--- config.mk ---
export PLATFORM = sky130hd
export DESIGN_NAME = mmio_timer_bank
export DESIGN_NICKNAME = d
export VERILOG_FILES = /design/src/rtl/timer_bank_pkg.sv /design/src/rtl/mmio_timer_bank_channel.sv /design/src/rtl/mmio_timer_bank.sv
export SDC_FILE = /design/constraint.sdc
export NUM_CORES = 1
export LEC_CHECK = 0
export CAP_MARGIN = 5
export CORE_AREA = 5 5 249 251
export DETAILED_ROUTE_END_ITERATION = 16
export DIE_AREA = 0 0 254 256
export HOLD_SLACK_MARGIN = 0.12
export RECOVER_POWER = 50
export SLEW_MARGIN = 10
export SYNTH_ARGS = -nofsm -noshare
export SYNTH_HDL_FRONTEND = slang
export SYNTH_SLANG_ARGS = --single-unit
--- constraint.sdc ---
create_clock -name clk -period 17.1 [get_ports clk]
set_input_delay 3.42 -clock clk [delete_from_list [all_inputs] [get_ports clk]]
set_output_delay 3.42 -clock clk [all_outputs]
set_load 0.005 [all_outputs]
--- src/rtl/timer_bank_pkg.sv ---
// Shared register map, control layout and helpers for the
// MMIO timer bank.
package timer_bank_pkg;

  typedef enum logic [1:0] {
    REG_CTRL   = 2'd0,
    REG_CMP    = 2'd1,
    REG_COUNT  = 2'd2,
    REG_STATUS = 2'd3
  } reg_off_e;

  localparam int CTRL_EN_BIT  = 0;
  localparam int CTRL_PER_BIT = 1;
  localparam int CTRL_IRQ_BIT = 2;
  localparam int PSC_LSB      = 8;
  localparam int PSC_MSB      = 15;
  localparam int PSC_W        = PSC_MSB - PSC_LSB + 1;

  typedef struct packed {
    logic [PSC_W-1:0] psc;
    logic             irq_en;
    logic             periodic;
    logic             enable;
  } ctrl_t;

  function automatic logic [31:0] be_merge(
    input logic [31:0] old,
    input logic [31:0] wd,
    input logic [3:0]  be
  );
    logic [31:0] m;
    m = old;
    for (int b = 0; b < 4; b++) begin
      if (be[b]) m[8*b +: 8] = wd[8*b +: 8];
    end
    return m;
  endfunction

  function automatic logic [31:0] ctrl_pack(input ctrl_t c);
    logic [31:0] w;
    w                   = '0;
    w[CTRL_EN_BIT]      = c.enable;
    w[CTRL_PER_BIT]     = c.periodic;
    w[CTRL_IRQ_BIT]     = c.irq_en;
    w[PSC_MSB:PSC_LSB]  = c.psc;
    return w;
  endfunction

  function automatic ctrl_t ctrl_unpack(input logic [31:0] w);
    ctrl_t c;
    c.enable   = w[CTRL_EN_BIT];
    c.periodic = w[CTRL_PER_BIT];
    c.irq_en   = w[CTRL_IRQ_BIT];
    c.psc      = w[PSC_MSB:PSC_LSB];
    return c;
  endfunction

endpackage

--- src/rtl/mmio_timer_bank_channel.sv ---
// One timer channel: prescaler, counter, compare and expiry/irq
// state, with bus writes already decoded into strobes.
module timer_channel
  import timer_bank_pkg::*;
#(
  parameter int CNT_W = 32
) (
  input  logic             clk,
  input  logic             rst,
  input  logic             i_ctrl_we,
  input  ctrl_t            i_ctrl_wdata,
  input  logic             i_cmp_we,
  input  logic [CNT_W-1:0] i_cmp_wdata,
  input  logic             i_clr,
  output ctrl_t            o_ctrl,
  output logic [CNT_W-1:0] o_cmp,
  output logic [CNT_W-1:0] o_count,
  output logic             o_expired,
  output logic             o_irq
);

  ctrl_t            r_ctrl;
  logic [CNT_W-1:0] r_cmp;
  logic [CNT_W-1:0] r_count;
  logic [PSC_W-1:0] r_psc;
  logic             r_exp;
  logic             r_irq;

  logic             w_active;
  logic             w_wrap;
  logic             w_hit;
  logic [CNT_W-1:0] w_cnt_inc;

  assign w_active  = r_ctrl.enable && (r_cmp != '0);
  // >= so a PSC lowered mid-count still wraps instead of running to 255
  assign w_wrap    = w_active && (r_psc >= r_ctrl.psc);
  assign w_cnt_inc = r_count + CNT_W'(1);
  assign w_hit     = w_wrap && (w_cnt_inc == r_cmp);

  always_ff @(posedge clk or posedge rst) begin
    if (rst) begin
      r_ctrl  <= '0;
      r_cmp   <= '0;
      r_count <= '0;
      r_psc   <= '0;
      r_exp   <= 1'b0;
      r_irq   <= 1'b0;
    end else begin
      r_irq <= r_exp & r_ctrl.irq_en;
      if (w_wrap) begin
        r_psc <= '0;
      end else if (w_active) begin
        r_psc <= r_psc + PSC_W'(1);
      end
      if (w_wrap) begin
        r_count <= (w_hit && r_ctrl.periodic) ? '0 : w_cnt_inc;
      end
      if (w_hit) begin
        r_exp <= 1'b1;
      end else if (i_clr) begin
        r_exp <= 1'b0;
      end
      if (w_hit && !r_ctrl.periodic) begin
        r_ctrl.enable <= 1'b0;
      end
      if (i_ctrl_we) begin
        r_ctrl <= i_ctrl_wdata;
      end
      if (i_cmp_we) begin
        r_cmp   <= i_cmp_wdata;
        r_count <= '0;
        r_psc   <= '0;
        r_exp   <= 1'b0;
      end
    end
  end

  assign o_ctrl    = r_ctrl;
  assign o_cmp     = r_cmp;
  assign o_count   = r_count;
  assign o_expired = r_exp;
  assign o_irq     = r_irq;

endmodule

--- src/rtl/mmio_timer_bank.sv ---
// Bank of MMIO timers: address decode, byte-lane merge and the
// single-cycle response path around NUM_TIMERS channels.
module mmio_timer_bank
  import timer_bank_pkg::*;
#(
  parameter int          NUM_TIMERS = 4,
  parameter int          CNT_W      = 32,
  parameter logic [31:0] BASE_ADDR  = 32'h0000_0115
) (
  input  logic                  clk,
  input  logic                  rst,
  input  logic                  vproc_mem_req_o,
  input  logic [31:0]           vproc_mem_addr_o,
  input  logic                  vproc_mem_we_o,
  input  logic [3:0]            vproc_mem_be_o,
  input  logic [31:0]           vproc_mem_wdata_o,
  output logic                  vproc_mem_rvalid_i,
  output logic                  vproc_mem_err_i,
  output logic [31:0]           vproc_mem_rdata_i,
  output logic [NUM_TIMERS-1:0] timer_irq
);

  logic [31:0]           w_off;
  logic                  w_in_map;
  logic                  w_err;
  logic                  w_wr;
  reg_off_e              w_reg;
  logic [NUM_TIMERS-1:0] w_sel;
  logic [NUM_TIMERS-1:0] w_exp;
  ctrl_t                 w_ctrl [NUM_TIMERS];
  logic [CNT_W-1:0]      w_cmp  [NUM_TIMERS];
  logic [CNT_W-1:0]      w_cnt  [NUM_TIMERS];
  logic [31:0]           w_rd;

  logic                  r_rvalid;
  logic                  r_err;
  logic [31:0]           r_rdata;

  assign w_off    = vproc_mem_addr_o - BASE_ADDR;
  assign w_in_map = (vproc_mem_addr_o >= BASE_ADDR) &&
                    (w_off < 32'(4 * NUM_TIMERS));
  assign w_reg    = reg_off_e'(w_off[1:0]);
  assign w_err    = !w_in_map ||
                    (vproc_mem_we_o && (w_reg == REG_COUNT));
  assign w_wr     = vproc_mem_req_o && vproc_mem_we_o &&
                    !w_err && (|vproc_mem_be_o);

  for (genvar c = 0; c < NUM_TIMERS; c++) begin : g_ch
    logic             w_ctrl_we;
    logic             w_cmp_we;
    logic             w_clr;
    ctrl_t            w_ctrl_nx;
    logic [CNT_W-1:0] w_cmp_nx;

    assign w_sel[c]  = w_in_map && (w_off[31:2] == 30'(c));
    assign w_ctrl_we = w_wr && w_sel[c] && (w_reg == REG_CTRL);
    assign w_cmp_we  = w_wr && w_sel[c] && (w_reg == REG_CMP);
    assign w_clr     = w_wr && w_sel[c] && (w_reg == REG_STATUS) &&
                       vproc_mem_be_o[0] && vproc_mem_wdata_o[0];
    assign w_ctrl_nx = ctrl_unpack(be_merge(ctrl_pack(w_ctrl[c]),
                         vproc_mem_wdata_o, vproc_mem_be_o));
    assign w_cmp_nx  = CNT_W'(be_merge(32'(w_cmp[c]),
                         vproc_mem_wdata_o, vproc_mem_be_o));

    timer_channel #(
      .CNT_W (CNT_W)
    ) u_ch (
      .clk          (clk),
      .rst          (rst),
      .i_ctrl_we    (w_ctrl_we),
      .i_ctrl_wdata (w_ctrl_nx),
      .i_cmp_we     (w_cmp_we),
      .i_cmp_wdata  (w_cmp_nx),
      .i_clr        (w_clr),
      .o_ctrl       (w_ctrl[c]),
      .o_cmp        (w_cmp[c]),
      .o_count      (w_cnt[c]),
      .o_expired    (w_exp[c]),
      .o_irq        (timer_irq[c])
    );
  end

  always_comb begin
    w_rd = '0;
    for (int c = 0; c < NUM_TIMERS; c++) begin
      if (w_sel[c]) begin
        unique case (w_reg)
          REG_CTRL:   w_rd = ctrl_pack(w_ctrl[c]);
          REG_CMP:    w_rd = 32'(w_cmp[c]);
          REG_COUNT:  w_rd = 32'(w_cnt[c]);
          REG_STATUS: w_rd = {31'd0, w_exp[c]};
        endcase
      end
    end
  end

  always_ff @(posedge clk or posedge rst) begin
    if (rst) begin
      r_rvalid <= 1'b0;
      r_err    <= 1'b0;
      r_rdata  <= '0;
    end else begin
      r_rvalid <= vproc_mem_req_o;
      r_err    <= vproc_mem_req_o && w_err;
      r_rdata  <= (vproc_mem_req_o && !w_err && !vproc_mem_we_o) ?
                  w_rd : '0;
    end
  end

  assign vproc_mem_rvalid_i = r_rvalid;
  assign vproc_mem_err_i    = r_err;
  assign vproc_mem_rdata_i  = r_rdata;

endmodule

==> key figures, run 1 <==
Status
  • Status: finished with violations
  • Failing checks: max-capacitance violations, max-slew violations

Synthesis
  • Avg Cell Area, Syn: 9.05 um2
  • Synth area leaders: dfrtp_1, mux2i_1, mux2_1
  • Synth Register Bits: 374
  • Synthesized Nets: 3028
  • Syn Inst Count: 2916
  • Synth area leader: dfrtp_1
  • Main synth FF type: dfrtp_1
  • Number of flops mapped to enable cells by yosys: 0
  • Post-synth top area share: 35.5%
  • Share of flip-flops with an asynchronous set or reset: 100%
  • Post-Syn Area: 26400 um2
  • Synth warn: 0
  • Seq/Total Area, Yosys: 35.5%
  • Number of distinct library cells after synthesis: 108

Floorplan
  • CORE AREA: 59700 um2
  • Site row count: 90
  • Die area: 65000 um2
  • Die height: 256 um
  • Die Span X: 254 um
  • Initial Util: 44.2%
  • Io pins: 110

Clock network
  • H-Tree Depth: 2
  • # resized after CTS: 0
  • TritonCTS clock tree: built
  • Clock Sinks: 374
  • Cts bufs inserted: 45
  • # hold bufs at CTS: 0
  • Worst-Skew Late Latency: 0.60 ns
  • Postcts setup bufs: 0
  • Clk root buf: clkbuf_16
  • Clk slew on worst S/H paths: 0.06 ns
  • Clock tree buffer depth: 3

Worst setup path
  • CP Data Required Time: 16.80 ns
  • Crit Reg-Reg Startpoint: g_ch[0].u_ch.o_count[0]
  • CP max FO: 92
  • Worst path arrival time: 9.62 ns
  • Setup CP Type: in2async
  • Crit. End Element: async pin
  • Startpoint Class: input port
  • Worst Setup SP: rst
  • Worst R2R Setup Slack: 12.23 ns

STA
  • RSZ-0062 raised after global routing: no
  • Post-Route Setup TNS: 0 ns
  • Final setup vio count: 0
  • Hold WS: 0.520 ns
  • Final Max Slew Viols: 304
  • Min Tclk post-route: 9.92 ns
  • Tcrit/Tclk final: 58.0%
  • Worst Skew: 0.0193 ns
  • Relative slew slack: -187%
  • Final Hold Fails: 0
  • Worst Tran Pin Value: 4.28 ns
  • Max Clk Rate: 0.101 GHz

Global route
  • Vias in the first global route: 23.2k
  • Antenna violations before repair: 11
  • Overall Global Routing Usage: 29.8%
  • Grt total ovfl: 0
  • Largest net degree at the start of global routing: 93
  • Global-route wire length before repair: 150 mm

Route
  • DR iter-0 viols: 2735
  • Routed WL: 101 mm
  • Vias per cell: 6.60
  • Drt wl/cell: 27.3 um
  • DR vias: 24.4k
  • Remaining DRCs: 0
  • Antenna-violating nets left: 0
  • First drt pass iteration count: 9

Run
  • Max_cap viols: 4

Hold path
  • Hold Path Class: reg2reg
  • Worst hold start: g_ch[3].u_ch.o_ctrl[6]

Placed design
  • Placed Cells: 3613
  • Port Buf Inserts: 109
  • DP Wirelength: 74.3 mm
  • Gp weighted congestion: 1.04

Cells and area
  • Non-Filler Instances: 3698
  • Final Util: 48.9%
  • Commonest non-fill, non-tap cell in the layout: dfrtp_1
  • # fillers: 5682
  • Share of cells above drive strength 1: 9.30%
  • Area Overhead vs Synth: 10.7%
  • Most frequent cells in the layout: dfrtp_1, nor2_1, nand2_1
  • # nets final: 2990

Power and ir drop
  • VDD IR-drop max: 0.0707 mV
  • Pwr/cell area: 68.5 nW/um2
  • Leakage power: 12.3 nW
[layer usage]
metal,global-route usage (%),wire length (um),vias up
met4,11.1,4620,0
li1,-,-,10800
met2,46.0,44800,1180
met5,0,0,-
met1,41.2,42200,12200
met3,6.63,9270,245
[where the power goes]
part / switching, W / total [W] / leakage [nW] / internal (W)
clock network: 0.000414 / 0.000992 / 0.740 / 0.000578
registers: 0.000000167 / 0.000886 / 4.87 / 0.000886
logic: 0.0000894 / 0.000124 / 6.68 / 0.0000347
total: 0.000503 / 0.00200 / 12.3 / 0.00150
[state kept, by name, indices dropped and copies added (netlist names)]
| signal | cells |
|---|---|
| vproc_mem_err_i | 1 |
| g_ch.u_ch.o_expired | 4 |
| g_ch.u_ch.o_count | 128 |
| g_ch.u_ch.o_cmp | 128 |
| vproc_mem_rvalid_i | 1 |
| g_ch.u_ch.o_irq | 4 |
| g_ch.u_ch.r_psc | 32 |
| g_ch.u_ch.o_ctrl | 44 |
| vproc_mem_rdata_i | 32 |
[cell families after synthesis]
kind of cell | count (synthesis) | share of synthesized area (%)
adder cells (fa/ha/maj) | 42 | 1.97
flip-flops | 374 | 35.5
AO/OA/AOI/OAI | 593 | 15.4
multiplexers | 310 | 12.9
XOR/XNOR | 201 | 6.72
buffers and inverters | 293 | 4.80
AND/OR/NAND/NOR | 1103 | 22.7
[worst paths after layout]
kind	end	depth (start not counted)
worst max register to register	g_ch[0].u_ch.o_count[27]	10
worst min-delay path	g_ch[3].u_ch.o_ctrl[6]	1
min in group asynchronous	g_ch[3].u_ch.o_count[23]	2
worst max-delay path	g_ch[0].u_ch.o_count[3]	3
worst min register to register	g_ch[3].u_ch.o_ctrl[6]	1
max in group clk	vproc_mem_rdata_i[30]	9
[cell usage after synthesis (64+ instances only)]
| cell | instances |
|---|---|
| nor3_1 | 64 |
| nor2_1 | 210 |
| mux2i_1 | 111 |
| nand4_1 | 90 |
| xnor2_1 | 120 |
| xor2_1 | 80 |
| o21ai_0 | 88 |
| mux2_2 | 97 |
| nand3_1 | 138 |
| dfrtp_1 | 374 |
| clkbuf_1 | 142 |
| a21oi_1 | 125 |
| nand2_1 | 200 |
| inv_1 | 72 |
| nor4_1 | 72 |
| mux2_1 | 98 |
[through the flow]
stage | setup WS [ns] | power [W] | instance area [um2]
final | 7.18 | 0.00200 | 29200
after global routing | 5.84 | 0.00206 | 29200
after CTS | 9.08 | 0.00201 | 29200
after detailed placement | 8.44 | 0.00102 | 27700
after global placement | 8.62 | 0.00102 | 27700
after floorplan | 3.29 | 0.000958 | 26400
[worst max-delay path: stages]
cell and delay (ns):
dlygate4sd3_1 0.54, clkinvlp_2 2.38, clkbuf_1 3.12
[layout make-up]
type | count | area [um2] | area share [%]
well taps | 782 | 978 | 3.35
inverters | 72 | 272 | 0.930
flip-flops and latches | 374 | 9360 | 32.0
multi-input cells | 2249 | 15800 | 54.1
clock buffers | 67 | 1350 | 4.63
diodes | 2 | 5.00 | 0.0171
repair buffers | 136 | 1280 | 4.40
clock inverters | 16 | 154 | 0.527
(Power assumes the default switching activity.)
==> inputs of run 2 (changes only) <==
==> constraint.sdc (replaced) <==
create_clock -name clk -period 10.05 [get_ports clk]
set_input_delay 2.01 -clock clk [delete_from_list [all_inputs] [get_ports clk]]
set_output_delay 2.01 -clock clk [all_outputs]
set_load 0.005 [all_outputs]
==> key figures, run 2 (synthesis results as in run 1) <==
Placed design
  • DP Wirelength: 74.5 mm (+0.28%)
  • Gp weighted congestion: 1.04 (+0.45%)
  • Placed Cells: 3610 (-0.083%)
  • Placed cell areas: 27700 um2 (about the same)
  • Port Buf Inserts: 109 (unchanged)

Global route
  • Global-route wire length before repair: 151 mm (+0.52%)
  • Largest net degree at the start of global routing: 159 (+71%)
  • Vias in the first global route: 23.1k (-0.35%)
  • Grt total ovfl: 0 (unchanged)
  • Antenna violations before repair: 12 (+1)
  • Overall Global Routing Usage: 30.0% (+0.13 points)

Worst setup path
  • CP max FO: 76 (-17%)
  • Crit. End Element: async pin
  • R2R Path End: g_ch[0].u_ch.o_count[29]
  • Worst path arrival time: 7.57 ns (-2.05 ns)
  • Worst R2R Setup Slack: 5.06 ns (-7.17 ns)
  • Max incr delay on CP: 3.00 ns (-0.12 ns)
  • CP Data Required Time: 10.37 ns (-6.43 ns)
  • Top delay family on crit path: buffers and inverters
  • Crit Reg-Reg Startpoint: g_ch[0].u_ch.o_count[0]
  • Critical Path, Cell by Cell: dlygate4sd3_1 -> clkinvlp_4 -> clkbuf_1 -> clkbuf_2
  • Setup CP Type: in2async
  • Buf/Inv on CP: 4 (+1)
  • Startpoint Class: input port
  • Crit-path slowest cell: clkbuf_1
  • Depth of the most critical reg-to-reg path: 10 (unchanged)

STA
  • Min Tclk post-route: 7.25 ns
  • Final Max Slew Viols: 221 (-27%)
  • Tcrit/Tclk final: 72.1%
  • Relative slew slack: -187% (+0.37 points)
  • Worst Skew: 0.0211 ns (+0.00186 ns)
  • Final setup vio count: 0 (unchanged)
  • RSZ-0062 raised after global routing: no
  • Max Clk Rate: 0.138 GHz
  • Worst Tran Pin Value: 4.30 ns (+0.0180 ns)
  • Post-Route Setup TNS: 0 ns (unchanged)
  • Final Hold Fails: 0 (unchanged)

Route
  • Remaining DRCs: 0 (unchanged)
  • Routed WL: 101 mm (about the same)
  • WL met1: 42.9 mm (+1.6%)
  • Vias per cell: 6.55 (-0.73%)
  • Drt wl/cell: 27.3 um (about the same)
  • Met3 routed WL: 8.82 mm (-4.8%)
  • DR vias: 24.2k (-0.87%)
  • Max Used Layer: met5
  • Met2 routed WL: 45.0 mm (+0.37%)
  • Antenna-violating nets left: 0 (unchanged)
  • First drt pass iteration count: 6 (-3)
  • DR iter-0 viols: 2732 (-0.11%)

Clock network
  • Clock Sinks: 374 (unchanged)
  • Clock tree buffer depth: 3 (unchanged)
  • Cts bufs inserted: 46 (+2.2%)
  • H-Tree Depth: 2 (unchanged)
  • TritonCTS clock tree: built
  • Clk root buf: clkbuf_16
  • # resized after CTS: 0 (unchanged)
  • Postcts setup bufs: 0 (unchanged)
  • # hold bufs at CTS: 0 (unchanged)
  • Worst-Skew Late Latency: 0.60 ns (about the same)
  • Clk slew on worst S/H paths: 0.06 ns (about the same)

Floorplan
  • CORE AREA: 59700 um2 (unchanged)
  • Site row count: 90 (unchanged)
  • Die area: 65000 um2 (unchanged)
  • Die Span X: 254 um (unchanged)
  • Initial Util: 44.2% (unchanged)
  • Io pins: 110 (unchanged)
  • Die height: 256 um (unchanged)

Cells and area
  • Final Util: 49.0% (+0.059 points)
  • Register area: 9360 um2 (unchanged)
  • Finished Cell Area: 29200 um2 (+0.12%)
  • Multi-input gate area: 15800 um2 (about the same)
  • # nets final: 2988 (-0.067%)
  • Non-Filler Instances: 3693 (-0.14%)
  • Share of cells above drive strength 1: 9.32% (+0.016 points)
  • Commonest non-fill, non-tap cell in the layout: dfrtp_1
  • Area Overhead vs Synth: 10.8%
  • # fillers: 5649 (-0.58%)
  • Most frequent cells in the layout: dfrtp_1, nor2_1, nand2_1

Hold path
  • Hold Path Class: reg2reg
  • Worst hold start: g_ch[2].u_ch.o_count[31]
  • Hold Path End: g_ch[2].u_ch.o_count[31]
  • Hold depth: 1 (unchanged)

Power and ir drop
  • Sw frac: 24.9% (-0.29 points)
  • Sw Pwr: 0.000855 W (+70%)
  • Part of the power in registers: 43.8% (-0.4 points)
  • Leakage power: 12.3 nW (about the same)
  • Clk pwr share: 50.1% (+0.6 points)
  • Final Power: 0.00344 W (+72%)
  • Pwr/cell area: 118 nW/um2 (+72%)
  • VDD IR-drop max: 0.113 mV (+59%)
  • Combinational share of power: 6.1% (about the same)
  • Pint: 0.00258 W (+73%)

Status
  • Status: finished with violations
  • Failing checks: max-capacitance violations, max-slew violations

Run
  • Max_cap viols: 3 (-1)
[run 2: cell types whose count changed in the layout (fill, tap and decap cells not counted), sizes merged]
cell	delta
bufinv	+2
clkinvlp	+1
buf	-3
inv	-2
clkbuf	-3
[run 2: power by group through the flow]
stage	Clock [W]	Sequential, W	Combinational, W
floorplan	0	0.00154	0.0000952
global placement	0	0.00153	0.000206
detailed placement	0	0.00153	0.000206
CTS	0.00175	0.00151	0.000207
global route	0.00181	0.00151	0.000219
finish	0.00172	0.00151	0.000211
[run 2: how the worst max path moves through the flow]
stage / startpoint / to / slack [ns] / cells past startpoint
2_1_floorplan: rst / g_ch[0].u_ch.o_cmp[0] / 3.02 / 1
3_3_place_gp: vproc_mem_addr_o[2] / vproc_mem_rdata_i[30] / 3.02 / 9
3_5_place_dp: vproc_mem_addr_o[2] / vproc_mem_rdata_i[30] / 2.68 / 9
4_1_cts: vproc_mem_addr_o[2] / vproc_mem_rdata_i[30] / 3.31 / 9
5_1_grt: rst / g_ch[0].u_ch.o_cmp[23] / 1.63 / 4
6_report: rst / g_ch[2].u_ch.o_cmp[20] / 2.80 / 4
[run 2: metrics by stage]
step / hold WS (ns) / setup slack [ns]
after CTS: 0.522 / 3.31
after floorplan: 0.471 / 3.02
after global routing: 0.538 / 1.63
after detailed placement: 0.509 / 2.68
final: 0.521 / 2.80
after global placement: 0.498 / 3.02
[run 2: cell type report]
type	count	area share [%]
multi-input cells	2249	54.1
flip-flops and latches	374	32.0
clock buffers	64	4.51
repair buffers	133	4.36
well taps	782	3.35
inverters	72	0.937
clock inverters	17	0.749
diodes	2	0.0171
[run 2: layer usage]
layer / vias up / GRT usage [%]
li1: 10800 / -
met1: 12100 / 42.0
met2: 1116 / 46.4
met3: 207 / 5.68
met4: 4 / 10.7
met5: - / 0
